<file path="config.mk">
export PLATFORM = sky130hd
export DESIGN_NAME = lfdb_port_sched_flat
export DESIGN_NICKNAME = d
export VERILOG_FILES = /design/src/rtl/lfdb_port_sched_if.sv /design/src/rtl/lfdb_port_sched.sv /design/src/flat_wrapper.sv
export SDC_FILE = /design/constraint.sdc
export NUM_CORES = 1
export LEC_CHECK = 0
export ABC_AREA = 0
export BUFFER_PORTS_ARGS = -buffer_cell sky130_fd_sc_hd__buf_4
export CAP_MARGIN = 20
export CORE_ASPECT_RATIO = 1.5
export CORE_MARGIN = 2
export CORE_UTILIZATION = 45
export DETAILED_ROUTE_END_ITERATION = 8
export GPL_TIMING_DRIVEN = 0
export PLACE_DENSITY = 0.68
export SLEW_MARGIN = 10
export SYNTH_ARGS = -nofsm -noshare
export SYNTH_HDL_FRONTEND = slang
export SYNTH_SLANG_ARGS = --single-unit
</file>
<file path="constraint.sdc">
create_clock -name clk -period 3.6 [get_ports clk]
set_clock_uncertainty 0.2 [all_clocks]
set_input_delay 0.18 -clock clk [delete_from_list [all_inputs] [get_ports clk]]
set_output_delay 0.18 -clock clk [all_outputs]
set_load 0.01 [all_outputs]
</file>
<file path="src/rtl/lfdb_port_sched_if.sv">
// Linefill data-buffer port bundle: write beat stream, line-read requests, SRAM control,
// read-beat sideband, entry allocation and completion pulses.
interface lfdb_port_sched_if #(
   parameter int unsigned ENTRY_NUM = 8
);
   localparam int unsigned EW = $clog2(ENTRY_NUM);

   logic          wr_vld;
   logic [EW-1:0] wr_entry;
   logic          wr_last;
   logic          wr_rdy;

   logic          rd_req_vld;
   logic [EW-1:0] rd_req_entry;
   logic          rd_req_rdy;

   logic          mem_en;
   logic          mem_wr_en;
   logic [EW+1:0] mem_addr;

   logic          rd_beat_vld;
   logic [EW-1:0] rd_beat_entry;
   logic [1:0]    rd_beat_num;
   logic          rd_beat_last;

   logic          alloc_vld;
   logic [EW-1:0] alloc_idx;
   logic          alloc_rdy;

   logic          fill_done;
   logic [EW-1:0] fill_done_entry;
   logic          drain_done;
   logic [EW-1:0] drain_done_entry;
   logic          err;

   modport master (
      output wr_vld, wr_entry, wr_last, rd_req_vld, rd_req_entry, alloc_rdy,
      input  wr_rdy, rd_req_rdy, mem_en, mem_wr_en, mem_addr, rd_beat_vld, rd_beat_entry,
             rd_beat_num, rd_beat_last, alloc_vld, alloc_idx, fill_done, fill_done_entry,
             drain_done, drain_done_entry, err
   );

   modport slave (
      input  wr_vld, wr_entry, wr_last, rd_req_vld, rd_req_entry, alloc_rdy,
      output wr_rdy, rd_req_rdy, mem_en, mem_wr_en, mem_addr, rd_beat_vld, rd_beat_entry,
             rd_beat_num, rd_beat_last, alloc_vld, alloc_idx, fill_done, fill_done_entry,
             drain_done, drain_done_entry, err
   );
endinterface

</file>
<file path="src/rtl/lfdb_port_sched.sv">
// Single-port SRAM scheduler for a linefill data buffer: per-entry FREE/ALLOC/FILLED tracking,
// beat-wise fill writes, 4-beat line drains with read priority and a write starvation guard.
module lfdb_port_sched #(
   parameter int unsigned ENTRY_NUM = 8,
   parameter int unsigned BEATS     = 4
) (
   input logic               clk,
   input logic               rst,
   lfdb_port_sched_if.slave  sched_if
);
   localparam int unsigned EW = $clog2(ENTRY_NUM);
   localparam int unsigned BW = $clog2(BEATS);
   localparam logic [BW-1:0] LastBeat = BW'(BEATS - 1);

   typedef enum logic [1:0] {EntFree = 2'd0, EntAlloc = 2'd1, EntFilled = 2'd2} ent_e;
   typedef enum logic {StIdle, StBurst} st_e;

   ent_e          r_ent [ENTRY_NUM];
   st_e           r_st;
   logic [BW-1:0] r_bcnt;
   logic [BW-1:0] r_wcnt;
   logic [EW-1:0] r_rd_entry;
   logic          r_held;
   logic [1:0]    r_starve;
   logic          r_err;
   logic          r_beat_vld;
   logic [EW-1:0] r_beat_entry;
   logic [BW-1:0] r_beat_num;

   logic          w_grant;
   logic          w_rd_req_rdy;
   logic          w_rd_hs;
   logic          w_wr_rdy;
   logic          w_wr_hs;
   logic          w_wr_ok;
   logic          w_wr_fill;
   logic          w_burst_beat;
   logic          w_rd_issue;
   logic          w_any_free;
   logic [EW-1:0] w_alloc_idx;
   logic          w_alloc_hs;
   logic          w_beat_vld;

   always_comb begin
      w_any_free  = 1'b0;
      w_alloc_idx = '0;
      for (int i = ENTRY_NUM - 1; i >= 0; i--) begin
         if (r_ent[i] == EntFree) begin
            w_any_free  = 1'b1;
            w_alloc_idx = EW'(i);
         end
      end
   end

   // Two starved bursts in a row force the next idle cycle to the write stream.
   assign w_grant      = (r_st == StIdle) && (r_starve == 2'd2);
   assign w_rd_req_rdy = !rst && (r_st == StIdle) && !w_grant &&
                         (r_ent[sched_if.rd_req_entry] == EntFilled);
   assign w_rd_hs      = sched_if.rd_req_vld && w_rd_req_rdy;
   assign w_wr_rdy     = !rst && (r_st == StIdle) && !w_rd_hs;
   assign w_wr_hs      = sched_if.wr_vld && w_wr_rdy;
   assign w_wr_ok      = w_wr_hs && (r_ent[sched_if.wr_entry] == EntAlloc);
   assign w_wr_fill    = w_wr_ok && sched_if.wr_last && (r_wcnt == LastBeat);
   assign w_burst_beat = !rst && (r_st == StBurst);
   assign w_rd_issue   = w_rd_hs || w_burst_beat;
   assign w_alloc_hs   = !rst && w_any_free && sched_if.alloc_rdy;
   assign w_beat_vld   = !rst && r_beat_vld;

   always_comb begin
      if (w_rd_hs) begin
         sched_if.mem_addr = {sched_if.rd_req_entry, BW'(0)};
      end else if (w_burst_beat) begin
         sched_if.mem_addr = {r_rd_entry, r_bcnt};
      end else begin
         sched_if.mem_addr = {sched_if.wr_entry, r_wcnt};
      end
   end

   assign sched_if.mem_en           = w_rd_issue || w_wr_ok;
   assign sched_if.mem_wr_en        = w_wr_ok;
   assign sched_if.wr_rdy           = w_wr_rdy;
   assign sched_if.rd_req_rdy       = w_rd_req_rdy;
   assign sched_if.alloc_vld        = !rst && w_any_free;
   assign sched_if.alloc_idx        = w_alloc_idx;
   assign sched_if.rd_beat_vld      = w_beat_vld;
   assign sched_if.rd_beat_entry    = r_beat_entry;
   assign sched_if.rd_beat_num      = r_beat_num;
   assign sched_if.rd_beat_last     = (r_beat_num == LastBeat);
   assign sched_if.drain_done       = w_beat_vld && (r_beat_num == LastBeat);
   assign sched_if.drain_done_entry = r_beat_entry;
   assign sched_if.fill_done        = w_wr_fill;
   assign sched_if.fill_done_entry  = sched_if.wr_entry;
   assign sched_if.err              = r_err;

   always_ff @(posedge clk) begin
      if (rst) begin
         for (int i = 0; i < ENTRY_NUM; i++) begin
            r_ent[i] <= EntFree;
         end
         r_st         <= StIdle;
         r_bcnt       <= '0;
         r_wcnt       <= '0;
         r_rd_entry   <= '0;
         r_held       <= 1'b0;
         r_starve     <= '0;
         r_err        <= 1'b0;
         r_beat_vld   <= 1'b0;
         r_beat_entry <= '0;
         r_beat_num   <= '0;
      end else begin
         if (w_alloc_hs) begin
            r_ent[w_alloc_idx] <= EntAlloc;
         end

         if (w_wr_hs) begin
            if (w_wr_ok) begin
               if (sched_if.wr_last) begin
                  r_wcnt <= '0;
                  if (r_wcnt == LastBeat) begin
                     r_ent[sched_if.wr_entry] <= EntFilled;
                  end else begin
                     r_err <= 1'b1;
                  end
               end else begin
                  r_wcnt <= r_wcnt + 1'b1;
               end
            end else begin
               r_err <= 1'b1;
            end
         end

         r_beat_vld   <= w_rd_issue;
         r_beat_entry <= w_rd_hs ? sched_if.rd_req_entry : r_rd_entry;
         r_beat_num   <= w_rd_hs ? '0 : r_bcnt;

         if (w_wr_hs || w_grant) begin
            r_starve <= '0;
         end

         unique case (r_st)
            StIdle: begin
               if (w_rd_hs) begin
                  r_st       <= StBurst;
                  r_bcnt     <= BW'(1);
                  r_rd_entry <= sched_if.rd_req_entry;
                  r_held     <= sched_if.wr_vld;
               end
            end
            StBurst: begin
               r_bcnt <= r_bcnt + 1'b1;
               r_held <= r_held && sched_if.wr_vld;
               if (r_bcnt == LastBeat) begin
                  r_st              <= StIdle;
                  r_ent[r_rd_entry] <= EntFree;
                  if (r_held && sched_if.wr_vld && (r_starve != 2'd2)) begin
                     r_starve <= r_starve + 2'd1;
                  end
               end
            end
            default: r_st <= StIdle;
         endcase
      end
   end
endmodule

</file>
<file path="src/flat_wrapper.sv">
// flat-port wrapper written by rule: the top's interface ports become plain ports
module lfdb_port_sched_flat 
#(
   parameter int unsigned ENTRY_NUM = 8,
   parameter int unsigned BEATS     = 4
)
  (clk, rst, sched_if_wr_vld, sched_if_wr_entry, sched_if_wr_last, sched_if_rd_req_vld, sched_if_rd_req_entry, sched_if_alloc_rdy, sched_if_wr_rdy, sched_if_rd_req_rdy, sched_if_mem_en, sched_if_mem_wr_en, sched_if_mem_addr, sched_if_rd_beat_vld, sched_if_rd_beat_entry, sched_if_rd_beat_num, sched_if_rd_beat_last, sched_if_alloc_vld, sched_if_alloc_idx, sched_if_fill_done, sched_if_fill_done_entry, sched_if_drain_done, sched_if_drain_done_entry, sched_if_err);
  lfdb_port_sched_if #(.ENTRY_NUM(ENTRY_NUM)) sched_if_i ();
  input logic clk;
  input logic rst;
  input wire logic [$bits(sched_if_i.wr_vld)-1:0] sched_if_wr_vld;
  input wire logic [$bits(sched_if_i.wr_entry)-1:0] sched_if_wr_entry;
  input wire logic [$bits(sched_if_i.wr_last)-1:0] sched_if_wr_last;
  input wire logic [$bits(sched_if_i.rd_req_vld)-1:0] sched_if_rd_req_vld;
  input wire logic [$bits(sched_if_i.rd_req_entry)-1:0] sched_if_rd_req_entry;
  input wire logic [$bits(sched_if_i.alloc_rdy)-1:0] sched_if_alloc_rdy;
  output wire logic [$bits(sched_if_i.wr_rdy)-1:0] sched_if_wr_rdy;
  output wire logic [$bits(sched_if_i.rd_req_rdy)-1:0] sched_if_rd_req_rdy;
  output wire logic [$bits(sched_if_i.mem_en)-1:0] sched_if_mem_en;
  output wire logic [$bits(sched_if_i.mem_wr_en)-1:0] sched_if_mem_wr_en;
  output wire logic [$bits(sched_if_i.mem_addr)-1:0] sched_if_mem_addr;
  output wire logic [$bits(sched_if_i.rd_beat_vld)-1:0] sched_if_rd_beat_vld;
  output wire logic [$bits(sched_if_i.rd_beat_entry)-1:0] sched_if_rd_beat_entry;
  output wire logic [$bits(sched_if_i.rd_beat_num)-1:0] sched_if_rd_beat_num;
  output wire logic [$bits(sched_if_i.rd_beat_last)-1:0] sched_if_rd_beat_last;
  output wire logic [$bits(sched_if_i.alloc_vld)-1:0] sched_if_alloc_vld;
  output wire logic [$bits(sched_if_i.alloc_idx)-1:0] sched_if_alloc_idx;
  output wire logic [$bits(sched_if_i.fill_done)-1:0] sched_if_fill_done;
  output wire logic [$bits(sched_if_i.fill_done_entry)-1:0] sched_if_fill_done_entry;
  output wire logic [$bits(sched_if_i.drain_done)-1:0] sched_if_drain_done;
  output wire logic [$bits(sched_if_i.drain_done_entry)-1:0] sched_if_drain_done_entry;
  output wire logic [$bits(sched_if_i.err)-1:0] sched_if_err;
  assign sched_if_i.wr_vld = sched_if_wr_vld;
  assign sched_if_i.wr_entry = sched_if_wr_entry;
  assign sched_if_i.wr_last = sched_if_wr_last;
  assign sched_if_i.rd_req_vld = sched_if_rd_req_vld;
  assign sched_if_i.rd_req_entry = sched_if_rd_req_entry;
  assign sched_if_i.alloc_rdy = sched_if_alloc_rdy;
  assign sched_if_wr_rdy = sched_if_i.wr_rdy;
  assign sched_if_rd_req_rdy = sched_if_i.rd_req_rdy;
  assign sched_if_mem_en = sched_if_i.mem_en;
  assign sched_if_mem_wr_en = sched_if_i.mem_wr_en;
  assign sched_if_mem_addr = sched_if_i.mem_addr;
  assign sched_if_rd_beat_vld = sched_if_i.rd_beat_vld;
  assign sched_if_rd_beat_entry = sched_if_i.rd_beat_entry;
  assign sched_if_rd_beat_num = sched_if_i.rd_beat_num;
  assign sched_if_rd_beat_last = sched_if_i.rd_beat_last;
  assign sched_if_alloc_vld = sched_if_i.alloc_vld;
  assign sched_if_alloc_idx = sched_if_i.alloc_idx;
  assign sched_if_fill_done = sched_if_i.fill_done;
  assign sched_if_fill_done_entry = sched_if_i.fill_done_entry;
  assign sched_if_drain_done = sched_if_i.drain_done;
  assign sched_if_drain_done_entry = sched_if_i.drain_done_entry;
  assign sched_if_err = sched_if_i.err;
  lfdb_port_sched #(.ENTRY_NUM(ENTRY_NUM), .BEATS(BEATS)) u_core (.clk(clk), .rst(rst), .sched_if(sched_if_i));
endmodule
</file>
==> flow_metrics.env <==
export IMPL_cts_buffers=5
export IMPL_required_ns=3.22
export IMPL_drive_gt1_share_pct=20.92
export IMPL_max_stage_delay_ns=0.47
export IMPL_endpoint_kind="output port"
export IMPL_synth_main_ff_cell="dfxtp_1"
export IMPL_dieArea_um2=5289
export IMPL_synthSimpleGateAreaFrac_pct=28.50
export IMPL_grt_pass1_vias=1920
export IMPL_drt_iter0_drc=84
export IMPL_dr_total_vias=2013
export IMPL_startpoint_type="register"
export IMPL_diodes=0
export IMPL_ctsResizeCount=0
export IMPL_drtPass1Iterations=4
export IMPL_htree_levels=2
export IMPL_place_congestion=0.9187
export IMPL_hp_class="primary input to register"
export IMPL_synth_warnings=0
export IMPL_sw_frac_of_total_pct=27.44
export IMPL_grtUsageTotal_pct=23.79
export IMPL_via_per_inst=5.441
export IMPL_post_dp_hpwl_um=4534
export IMPL_peakVddDrop_uv=223.9
export IMPL_synthArstFlopShare_pct=0
export IMPL_tightest_slew_ns=0.5794
export IMPL_outcome="finished clean"
export IMPL_cpLargestDelayFamily="simple AND/OR/NAND/NOR gates"
export IMPL_nets=320
export IMPL_io_pin_count=41
export IMPL_antenna_found_initial=0
export IMPL_place_inst=361
export IMPL_cts_tree="yes"
export IMPL_rsz0062_at_grt="no"
export IMPL_grt_pass1_wl_um=9183
export IMPL_cp_data_arrival_time_ns=2.69
export IMPL_cp_max_fo=10
export IMPL_critPathBufInv=3
export IMPL_syn_area_um2=2121
export IMPL_grt_overflow_total=0
export IMPL_avgSynthCellArea_um2=8.220
export IMPL_synth_edf_count=8
export IMPL_fmax_ghz=0.3254
export IMPL_wire_per_inst_um=15.44
export IMPL_hold_viol=0
export IMPL_fin_crit_ns=3.073
export IMPL_fin_cells=370
export IMPL_root_buffer="clkbuf_8"
export IMPL_slowest_stage="nor4b_1"
export IMPL_synthXorXnorAreaFrac_pct=0
export IMPL_drtAntennaViolNets=0
export IMPL_finalSetupTns_ns=0
export IMPL_path_class="register to output port"
export IMPL_power_frac_seq_pct=48.3
export IMPL_clk_latency_ns=0.29
export IMPL_finalCritPeriodShare_pct=85.35
export IMPL_synth_compound_area_share_pct=20.41
export IMPL_synth_top_family_by_area="simple AND/OR/NAND/NOR gates"
export IMPL_core_um2=4542
export IMPL_synthCells=258
export IMPL_internal_power_w=0.0006292
export IMPL_p_sw_w=0.0002379
export IMPL_timing_hold_ws_ns=0.03497
export IMPL_synthAdderAreaFrac_pct=1.770
export IMPL_port_buffers=39
export IMPL_rows=30
export IMPL_max_cap_viol_count=0
export IMPL_synthToLayoutAreaGrowth_pct=22.36
export IMPL_clk_pin_slew_ns=0.07
export IMPL_crit_chain="inv_1 -> ha_1 -> nor4b_1 -> nand2b_1 -> o2bb2ai_2 -> clkbuf_1 -> nand2_1 -> o21ai_0 -> buf_4"
export IMPL_grt_max_degree=11
export IMPL_synth_seq_cells=34
export IMPL_finalMaxSlewViolations=0
export IMPL_syn_nets=273
export IMPL_clock_path_buffers=2
export IMPL_p_per_area_nw_per_um2=334.1
export IMPL_synth_yosys_seq_area_share_pct=35.87
export IMPL_die_width_um=60.05
export IMPL_drc=0
export IMPL_slew_headroom_pct=61.37
export IMPL_p_leak_nw=1.099
export IMPL_final_cell_area_um2=2595
export IMPL_fillers=464
export IMPL_synth_cell_types=45
export IMPL_wl_um=5713
export IMPL_die_y_um=88.08
export IMPL_p_clk_share_pct=34.0
export IMPL_finish_utilization_pct=57.14
export IMPL_synth_mux_area_share_pct=7.080
export IMPL_placed_area_um2=2494
export IMPL_setup_viol=0
export IMPL_combPwrFrac_pct=17.7
export IMPL_clock_sinks=34
export IMPL_start_util_pct=46.69
-- final timing paths --
kind	startpoint	to	slack [ns]	depth (start not counted)
setup / recovery	u_core.r_starve[0]	sched_if_mem_addr[2]	0.53	9
hold / removal	sched_if_rd_req_entry[0]	u_core.r_rd_entry[0]	0.03	3
setup reg to reg	u_core.r_starve[0]	u_core.r_ent[6][1]	0.66	9
hold reg to reg	u_core.r_starve[0]	u_core.r_starve[0]	0.25	1
-- layout make-up --
cell class | count | area (um2) | area share [%]
Buffer | 17 | 90.09 | 3.472
Clock buffer | 7 | 86.33 | 3.327
Clock inverter | 1 | 5.005 | 0.1929
Inverter | 12 | 45.04 | 1.736
Multi-Input combinational cell | 195 | 1225 | 47.20
Sequential cell | 34 | 760.7 | 29.32
Tap cell | 64 | 80.08 | 3.086
Timing Repair Buffer | 40 | 302.8 | 11.67
-- cells in the mapped netlist, drive strengths merged (7+ instances only) --
library cell | instances | area (um2)
nor2 | 36 | 135.1
dfxtp | 26 | 520.5
a21oi | 25 | 125.1
nor2b | 17 | 106.4
nand2 | 13 | 48.80
o21ai | 13 | 68.82
inv | 12 | 45.04
clkbuf | 10 | 37.54
nand2b | 10 | 62.56
edfxtp | 8 | 240.2
nor3 | 8 | 40.04
buf | 7 | 52.55
-- layer usage --
| layer | part of all wire (%) | global-route usage (%) | vias up |
|---|---|---|---|
| met3 | 4.3 | 3.693 | 15 |
| met4 | 3.8 | 12.12 | 0 |
| li1 | - | - | 1007 |
| met2 | 52 | 41.30 | 52 |
| met5 | 0 | 0 | - |
| met1 | 40 | 27.47 | 939 |
-- power groups by stage --
| stage | clock network [W] | registers (W) | logic [W] |
|---|---|---|---|
| 5_1_grt | 0.000309 | 0.000421 | 0.000169 |
| 4_1_cts | 0.000299 | 0.000419 | 0.000154 |
| 2_1_floorplan | 0 | 0.000425 | 0.0000898 |
| 3_3_place_gp | 0 | 0.000426 | 0.000151 |
| 3_5_place_dp | 0 | 0.000427 | 0.000153 |
| 6_report | 0.000295 | 0.000419 | 0.000154 |
-- sequential cells by signal (all words and copies together) (netlist names) --
register / cells
u_core.r_bcnt: 2
u_core.r_beat_vld: 1
u_core.r_starve: 2
u_core.r_st: 1
u_core.sched_if.rd_beat_num: 2
u_core.r_ent: 16
u_core.r_wcnt: 2
u_core.r_rd_entry: 3
u_core.sched_if.drain_done_entry: 3
u_core.r_held: 1
u_core.sched_if.err: 1
-- stage by stage --
stage | worst slack, ns | power, W
2_1_floorplan | 0.9046 | 0.0005147
3_3_place_gp | 0.6800 | 0.0005779
3_5_place_dp | 0.6760 | 0.0005797
4_1_cts | 0.5253 | 0.0008715
5_1_grt | 0.1926 | 0.0008989
6_report | 0.5273 | 0.0008671
-- tightest hold or removal path, cell delays in order --
cell,delay [ns]
buf_4,0.13
nand2_1,0.10
a21oi_1,0.07
-- placed cells by master (no fill, tap or decap), drive strengths merged, types with 2 or more instances in the layout --
cell type  synthesis  final
dfxtp             26     26
nand2b            10     10
and2               6      6
nor2              36     36
buf                7     46
nand4              4      4
nor4               2      2
nor2b             17     17
mux2i              6      6
inv               12     12
nor3               8      8
clkbuf            10     17
o22ai              4      4
a21oi             25     25
nand2             13     13
nor3b              4      4
nand3              6      6
mux4               4      4
a211oi             3      3
or3                4      4
o21a               4      4
edfxtp             8      8
o21ai             13     13
nand3b             2      2
o2bb2ai            2      2
o221a              2      2
ha                 3      3
a211o              3      3
-- cell families after synthesis --
| group | count (synthesis) |
|---|---|
| DFF | 34 |
| buffers and inverters | 29 |
| muxes | 10 |
| AOI/OAI and AO/OA | 66 |
| and+or+nand+nor | 116 |
| adders and majority gates | 3 |
-- timing repair --
action,4_1_cts,5_1_grt
hold buffers,1,0
buffers inserted,0,0
hold endpoints to repair,1,0
Power figures use the tool's default switching activity.
